[src/rtl/cpu_run_controller.sv]
// Run/load sequencer for the 5-bit single-cycle CPU: streams a program into the
// CPU's RAM, gates PC_Enable for run/step, and detects halt and PC breakpoints.
module cpu_run_controller #(
    parameter int DATA_W = 11,
    parameter int ADDR_W = 3,
    parameter int DEPTH  = 8,
    parameter int CNT_W  = 8
) (
    input  logic              clk_i,
    input  logic              reset_i,
    input  logic              cmd_load_i,
    input  logic              cmd_run_i,
    input  logic              cmd_step_i,
    input  logic              cmd_stop_i,
    input  logic              ld_valid_i,
    input  logic [DATA_W-1:0] ld_data_i,
    output logic              ld_ready_o,
    input  logic [ADDR_W-1:0] pc_i,
    input  logic              bp_en_i,
    input  logic [ADDR_W-1:0] bp_addr_i,
    output logic              pc_enable_o,
    output logic              ram_we_o,
    output logic [ADDR_W-1:0] ram_waddr_o,
    output logic [DATA_W-1:0] ram_wdata_o,
    output logic [2:0]        state_o,
    output logic              halted_o,
    output logic              bp_hit_o,
    output logic [CNT_W-1:0]  instr_cnt_o
);
    typedef enum logic [2:0] {
        IDLE = 3'd0,
        LOAD = 3'd1,
        RUN  = 3'd2,
        STEP = 3'd3,
        HALT = 3'd4
    } state_t;

    state_t             state_q;
    logic [ADDR_W-1:0]  ld_cnt_q;
    logic [ADDR_W-1:0]  prev_pc_q;
    logic [ADDR_W-1:0]  ram_waddr_q;
    logic [DATA_W-1:0]  ram_wdata_q;
    logic               ram_we_q;
    logic               bp_hit_q;
    logic               en_d_q;
    logic               skip_bp_q;
    logic [CNT_W-1:0]   instr_cnt_q;

    logic               accept;
    logic               ld_last;
    logic               bp_match;
    logic               halt_det;
    logic               pc_enable;
    logic [CNT_W-1:0]   instr_cnt_inc;

    assign ld_ready_o    = (state_q == LOAD);
    assign accept        = ld_ready_o && ld_valid_i;
    assign ld_last       = (ld_cnt_q == ADDR_W'(DEPTH - 1));
    // skip_bp lets a run resumed at the breakpoint PC execute that instruction once
    assign bp_match      = bp_en_i && (pc_i == bp_addr_i) && !skip_bp_q;
    assign halt_det      = en_d_q && (pc_i == prev_pc_q);
    assign instr_cnt_inc = (instr_cnt_q == '1) ? instr_cnt_q : instr_cnt_q + CNT_W'(1);

    always_comb begin
        pc_enable = 1'b0;
        case (state_q)
            RUN:     pc_enable = !bp_match;
            STEP:    pc_enable = 1'b1;
            default: pc_enable = 1'b0;
        endcase
    end

    always_ff @(posedge clk_i or posedge reset_i) begin
        if (reset_i) begin
            state_q     <= IDLE;
            ld_cnt_q    <= '0;
            prev_pc_q   <= '0;
            ram_waddr_q <= '0;
            ram_wdata_q <= '0;
            ram_we_q    <= 1'b0;
            bp_hit_q    <= 1'b0;
            en_d_q      <= 1'b0;
            skip_bp_q   <= 1'b0;
            instr_cnt_q <= '0;
        end else begin
            ram_we_q <= 1'b0;
            en_d_q   <= 1'b0;
            // The write lands one cycle after its accept, even if stop arrives with it
            if (accept) begin
                ram_we_q    <= 1'b1;
                ram_waddr_q <= ld_cnt_q;
                ram_wdata_q <= ld_data_i;
                ld_cnt_q    <= ld_cnt_q + ADDR_W'(1);
            end
            case (state_q)
                IDLE, HALT: begin
                    if (cmd_stop_i) begin
                        state_q <= IDLE;
                    end else if (cmd_load_i) begin
                        state_q  <= LOAD;
                        ld_cnt_q <= '0;
                        bp_hit_q <= 1'b0;
                    end else if (cmd_run_i) begin
                        state_q     <= RUN;
                        bp_hit_q    <= 1'b0;
                        instr_cnt_q <= '0;
                        skip_bp_q   <= 1'b1;
                    end else if (cmd_step_i && state_q == IDLE) begin
                        state_q     <= STEP;
                        bp_hit_q    <= 1'b0;
                        instr_cnt_q <= '0;
                    end
                end
                LOAD: begin
                    if (cmd_stop_i || (accept && ld_last))
                        state_q <= IDLE;
                end
                RUN: begin
                    skip_bp_q <= 1'b0;
                    // The re-executed self-jump that reveals the halt is not counted
                    if (pc_enable && !halt_det) begin
                        prev_pc_q   <= pc_i;
                        en_d_q      <= 1'b1;
                        instr_cnt_q <= instr_cnt_inc;
                    end
                    if (cmd_stop_i) begin
                        state_q <= IDLE;
                    end else if (!pc_enable) begin
                        state_q  <= IDLE;
                        bp_hit_q <= 1'b1;
                    end else if (halt_det) begin
                        state_q <= HALT;
                    end
                end
                STEP: begin
                    instr_cnt_q <= instr_cnt_inc;
                    state_q     <= IDLE;
                end
                default: state_q <= IDLE;
            endcase
        end
    end

    assign pc_enable_o = pc_enable;
    assign ram_we_o    = ram_we_q;
    assign ram_waddr_o = ram_waddr_q;
    assign ram_wdata_o = ram_wdata_q;
    assign state_o     = state_q;
    assign halted_o    = (state_q == HALT);
    assign bp_hit_o    = bp_hit_q;
    assign instr_cnt_o = instr_cnt_q;

endmodule

[config.mk]
export PLATFORM = sky130hd
export DESIGN_NAME = cpu_run_controller
export DESIGN_NICKNAME = d
export VERILOG_FILES = /design/src/rtl/cpu_run_controller.sv
export SDC_FILE = /design/constraint.sdc
export NUM_CORES = 1
export LEC_CHECK = 0
export CAP_MARGIN = 20
export CORE_UTILIZATION = 46
export DETAILED_ROUTE_END_ITERATION = 7
export HOLD_SLACK_MARGIN = 0.08
export PLACE_DENSITY = 0.79
export SYNTH_ARGS = -nofsm -noshare
export SYNTH_HDL_FRONTEND = slang
export SYNTH_SLANG_ARGS = --single-unit
[constraint.sdc]
create_clock -name clk_i -period 2.5 [get_ports clk_i]
set_clock_uncertainty 0.15 [all_clocks]
set_input_delay 0.5 -clock clk_i [delete_from_list [all_inputs] [get_ports clk_i]]
set_output_delay 0.5 -clock clk_i [all_outputs]
set_load 0.05 [all_outputs]
# --- After elaboration in Yosys (flattened, before gate mapping) ---
# Index checks and enable logic that the tools add are counted.
# Widths: inputs -> output; s select.
totals:
  register_bits: 35
  latchBits: 0
  ram_bits: 0
  romBits: 0
  input_bits: 25
  output_inout_bits: 30
  memories: 0
op_classes:
  add_sub_neg: 2
  mul: 0
  n_div: 0
  order_cmp: 0
  n_eq_ne: 19
  shift: 0
  mux: 35
  n_bitwise: 0
  reduce_logical: 20
ops:
  columns: ["operator", "count"]
  rows:
  - ["$mux 8", 6]
  - ["$mux 3", 12]
  - ["$pmux 8 s3", 1]
  - ["$mux 1", 12]
  - ["$ne 2x2->1 const B", 6]
  - ["$reduce_and 5->1", 2]
  - ["$pmux 3 s3", 1]
  - ["$add 8x1->8 const B", 1]
  - ["$eq 8x8->1 const B", 1]
  - ["$ne 4x4->1 const B", 2]
  - ["$logic_and 1x1->1", 7]
  - ["$eq 3x2->1 const B", 2]
  - ["$eq 3x3->1", 2]
  - ["$eq 3x3->1 const B", 2]
  - ["$pmux 1 s2", 3]
  - ["$ne 5x5->1 const B", 1]
  - ["$reduce_and 4->1", 1]
  - ["$add 3x1->3 const B", 1]
  - ["$eq 3x1->1 const B", 1]
  - ["$logic_not 1->1", 3]
  - ["$logic_not 3->1", 1]
  - ["$ne 3x3->1 const B", 1]
  - ["$reduce_and 3->1", 1]
  - ["$reduce_bool 3->1", 1]
  - ["other kinds (5)", 5]

# --- Longest topological paths before layout ---
depth:
  ltp_word: 8
  ltp_mapped: 7
  ltp_nobuf: 7

# --- Least setup slack after synthesis ---
# Ideal clock, no wire load.
synth_timing:
  path_kind: "register to register"
  from: "reg state_q[0] (netlist: state_o[0])"
  to: "reg ram_wdata_q[0] (netlist: ram_wdata_o[0])"
  setup_ns: 0.125
  t_arrival_ns: 2.948
  setup_slack_ns: -0.722
  stages_incl_launch_ff: 7
  path_buffers: 3
  synth_period_minus_slack_ns: 3.222
  path_cell_list: "dfrtp_1 -> buf_6 -> nor3b_1 -> and2_1 -> buf_4 -> buf_6 -> mux2_2"
synth_between:
  elab_chain_len: 2
synth_lines:
  columns: ["element", "line", "rtl"]
  rows:
  - ["start: declaration", "38", "state_t state_q;"]
  - ["start signal: assignment", "75", "state_q <= IDLE;"]
  - ["start signal: assignment", "98", "state_q <= IDLE;"]
  - ["start signal: assignment", "100", "state_q <= LOAD;"]
  - ["$eq 3x1->1", "56", "assign ld_ready_o = (state_q == LOAD);"]
  - ["named net ld_ready_o", "17", "output logic ld_ready_o,"]
  - ["$logic_and 1x1->1", "57", "assign accept = ld_ready_o && ld_valid_i;"]
  - ["named net accept", "49", "logic accept;"]
  - ["end signal: assignment", "92", "ram_wdata_q <= ld_data_i;"]
  - ["end: declaration", "42", "logic [DATA_W-1:0] ram_wdata_q;"]
# The timed path passes the listed nets, and every way through them passes these cells.
# A chain may end at the register's enable or synchronous reset.

# --- Final worst setup path ---
layout_timing:
  from: "in pc_i[0]"
  to: "out pc_enable_o"
layout_between:
  elab_chain_len: 5
layout_lines:
  columns: ["element", "line", "rtl"]
  rows:
  - ["start: declaration", "18", "input logic [ADDR_W-1:0] pc_i,"]
  - ["$eq 3x3->1", "60", "assign bp_match = bp_en_i && (pc_i == bp_addr_i) && !skip_bp_q;"]
  - ["$logic_and 1x1->1 (2 in a row)", "60", null]
  - ["$logic_not 1->1", "67", "RUN: pc_enable = !bp_match;"]
  - ["$pmux 1 s2", "66", "case (state_q)"]
  - ["end: declaration", "21", "output logic pc_enable_o,"]
# Every way passes these cells.

==> qor.csv <==
stage;metric;value;unit
synth;ys_types;41;
finish;nNetsFinal;241;
synth;synth_top_family_by_area;simple AND/OR/NAND/NOR gates;
power;ir_drop;685;uV
die;start_util;49.9;%
hold_path;worstHoldPathCells;2;
die;die_x;63.4;um
sta;rsz0062_at_grt;no;
finish;n_fill_cell;282;
sta;postLayoutSetupSlackWorst;90.3;ps
cts;cts_buffer_depth;2;
cts;insertion_delay;280;ps
sta;worstMarginPinSlew;513;ps
detailed_routing;post_drt_wl_per_cell;14.5;um
cts;cts-root-buf;clkbuf_8;
run_status;status;finished clean;
hold_path;hp-start;skip_bp_q;
global_routing;grt_start_max_net_pins;36;
critical_path;arrival;1760;ps
synth;syn_area;1730;um2
sta;fmax;415;MHz
synth;ys.flop_type;dfrtp_1;
finish;syn2layout_area_growth;41.8;%
placement;routabilityCongestion;0.789;
critical_path;worstPathRequired;1850;ps
cts;holdBufCountCts;0;
detailed_routing;dr.first_iter.drc_count;73;
cts;cts_buffers;5;
synth;synthMuxAreaShare;12.2;%
die;coreArea;3470;um2
global_routing;antenna_found_initial;0;
synth;synthSimpleGateAreaFrac;17.1;%
finish;drive_gt1_share;20.6;%
critical_path;worstPathMaxFanout;3;
synth;yosysSeqAreaShare;50.6;%
detailed_routing;routed_via_density;5.43;
die;ioPinCount;55;
finish;multiInputGateArea;813;um2
global_routing;globalRouteTotalUtil;21.5;%
detailed_routing;vias;1413;
die;placementRows;21;
detailed_routing;postRouteAntennaNets;0;
sta;slew_headroom;65.7;%
run;cap_violations;0;
power;leakage;1.05;nW
synth;async_reset_ff_share;100;%
finish;antenna_cells;0;
cts;htree_levels;2;
cts;path_clk_slew;70;ps
placement;port_buffers;54;
placement;post-place-ws;55.8;ps
sta;finalMaxSlewViolations;0;
critical_path;r2r_cells;5;
synth;synth.ff_latch_count;35;
synth;yosysWarnings;0;
detailed_routing;finalWirelength;3770;um
critical_path;crit_type;input pin to output port;
detailed_routing;dr.pass1.iters;4;
sta;hold_viol_final;0;
synth;synth-edff-count;0;
synth;synthXorXnorAreaFrac;3.54;%
synth;synth_fa_ha_area_share;2.17;%
critical_path;worstReg2RegStart;state_o[1];
global_routing;first_global_vias;1481;
synth;synthesis.nets;180;
global_routing;grt_pass1_wl;6680;um
critical_path;regToRegSetupSlack;330;ps
critical_path;r2r_end;instr_cnt_o[6];
cts;cts.sinks;35;
sta;post-route-period-util;96.4;%
hold_path;hold_path_class;flip-flop to flip-flop;
global_routing;grt_overflow;0;
synth;syn_area_per_cell;11.4;um2
cts;cts_tree;done;
sta;setup_violations;0;
critical_path;worst_setup_path_end_kind;output port;
finish;layout.area.seq;876;um2
die;die_h;63.4;um
placement;hpwlAfterDp;2790;um
sta;setup_tns;0;ps
critical_path;start_kind;input pin;
synth;syn_inst;152;
sta;period_minus_slack;2410;ps
synth;synth_compound_area_share;11.3;%
hold_path;whs_endpoint;skip_bp_q;
detailed_routing;drc;0;
die;die-area;4010;um2
power;powerDensity;973;nW/um2
placed cells by master (no fill, tap or decap), types with 3 or more instances in the layout:
cell / synthesis / final
a21oi_1: 7 / 7
o21ai_0: 8 / 8
or2_2: 3 / 3
nand2_1: 9 / 9
clkdlybuf4s50_1: 0 / 51
ha_1: 3 / 3
xnor2_1: 7 / 7
and2_1: 3 / 3
clkbuf_8: 0 / 6
nor3_1: 3 / 3
nand3_1: 3 / 3
nand4_1: 3 / 3
nor2b_1: 4 / 4
mux2_2: 17 / 17
dfrtp_1: 35 / 35
o31ai_1: 3 / 3
buf_4: 1 / 7
nor2_1: 11 / 11
through the flow:
step	instance area [um2]	cells	util [%]	power [mW]	hold WS [ps]
6_report	2450	260	70.8	2.39	350
5_1_grt	2450	260	70.8	2.51	376
4_1_cts	2450	259	70.6	2.41	357
3_5_place_dp	2330	251	67.2	1.88	342
3_3_place_gp	2330	251	67.2	1.85	338
2_1_floorplan	1740	152	-	1.53	313
worst max-delay path, cell delays in order:
cell and delay, ps:
clkdlybuf4s50_1 530, xnor2_1 140, nand4_1 190, nor2_1 130
nor2_1 80, buf_12 180
cell usage after synthesis, types with 2 or more instances:
master	number	area [um2]
dfrtp_1	35	876
mux2_2	17	191
nor2_1	11	41.3
nand2_1	9	33.8
o21ai_0	8	40.0
a21oi_1	7	35.0
xnor2_1	7	61.3
nor2b_1	4	25.0
and2_1	3	18.8
buf_6	3	33.8
ha_1	3	37.5
nand3_1	3	15.0
nand4_1	3	18.8
nor3_1	3	15.0
o31ai_1	3	22.5
or2_2	3	18.8
and3_1	2	12.5
inv_1	2	7.51
mux2i_1	2	20.0
nand2b_1	2	12.5
nor4_1	2	12.5
layout make-up:
cell class                      instances  area share [%]
Inverter                                2           0.306
Sequential cell                        35            35.7
Clock inverter                          2            1.43
Multi-Input combinational cell        110            33.1
Tap cell                               46            2.34
Timing Repair Buffer                   59            23.8
Clock buffer                            6            3.36
state kept, by name (all words and copies together) (netlist names):
register / count
ram_wdata_o: 11
skip_bp_q: 1
prev_pc_q: 3
ld_cnt_q: 3
bp_hit_o: 1
ram_waddr_o: 3
state_o: 3
en_d_q: 1
ram_we_o: 1
instr_cnt_o: 8
power by group:
part / total [mW] / switching [mW] / internal [mW]
Clock: 0.518 / 0.195 / 0.322
Sequential: 0.841 / 0.114 / 0.727
Combinational: 1.03 / 0.623 / 0.408
worst max path at each step:
stage,start,end,slack [ps],cells after the start
4_1_cts,pc_i[0],pc_enable_o,60,6
6_report,pc_i[0],pc_enable_o,90,6
2_1_floorplan,state_o[0],ram_wdata_o[0],50,6
5_1_grt,pc_i[0],pc_enable_o,30,6
3_3_place_gp,pc_i[1],pc_enable_o,110,6
3_5_place_dp,pc_i[0],pc_enable_o,60,6
cells by family (layout without fill, tap and decap cells):
family,Yosys count,after routing
fa+ha+maj,3,3
flops,35,35
buf+inv,7,69
simple gates,52,52
xor+xnor,7,7
compound gates,29,29
mux,19,19
metal layers:
| metal | global-route usage [%] | vias to the layer above | routed length, um |
|---|---|---|---|
| li1 | - | 671 | - |
| met1 | 24.9 | 690 | 1600 |
| met2 | 37.2 | 43 | 1890 |
| met3 | 4.89 | 9 | 212 |
| met4 | 10.2 | 0 | 68 |
| met5 | 0 | - | 0 |
timing repair:
| action | CTS | global route |
|---|---|---|
| endpoints found under the setup margin | 0 | 1 |
| setup buffers | 0 | 1 |
| resized for setup | 0 | 0 |
Power figures use the tool's default switching activity.
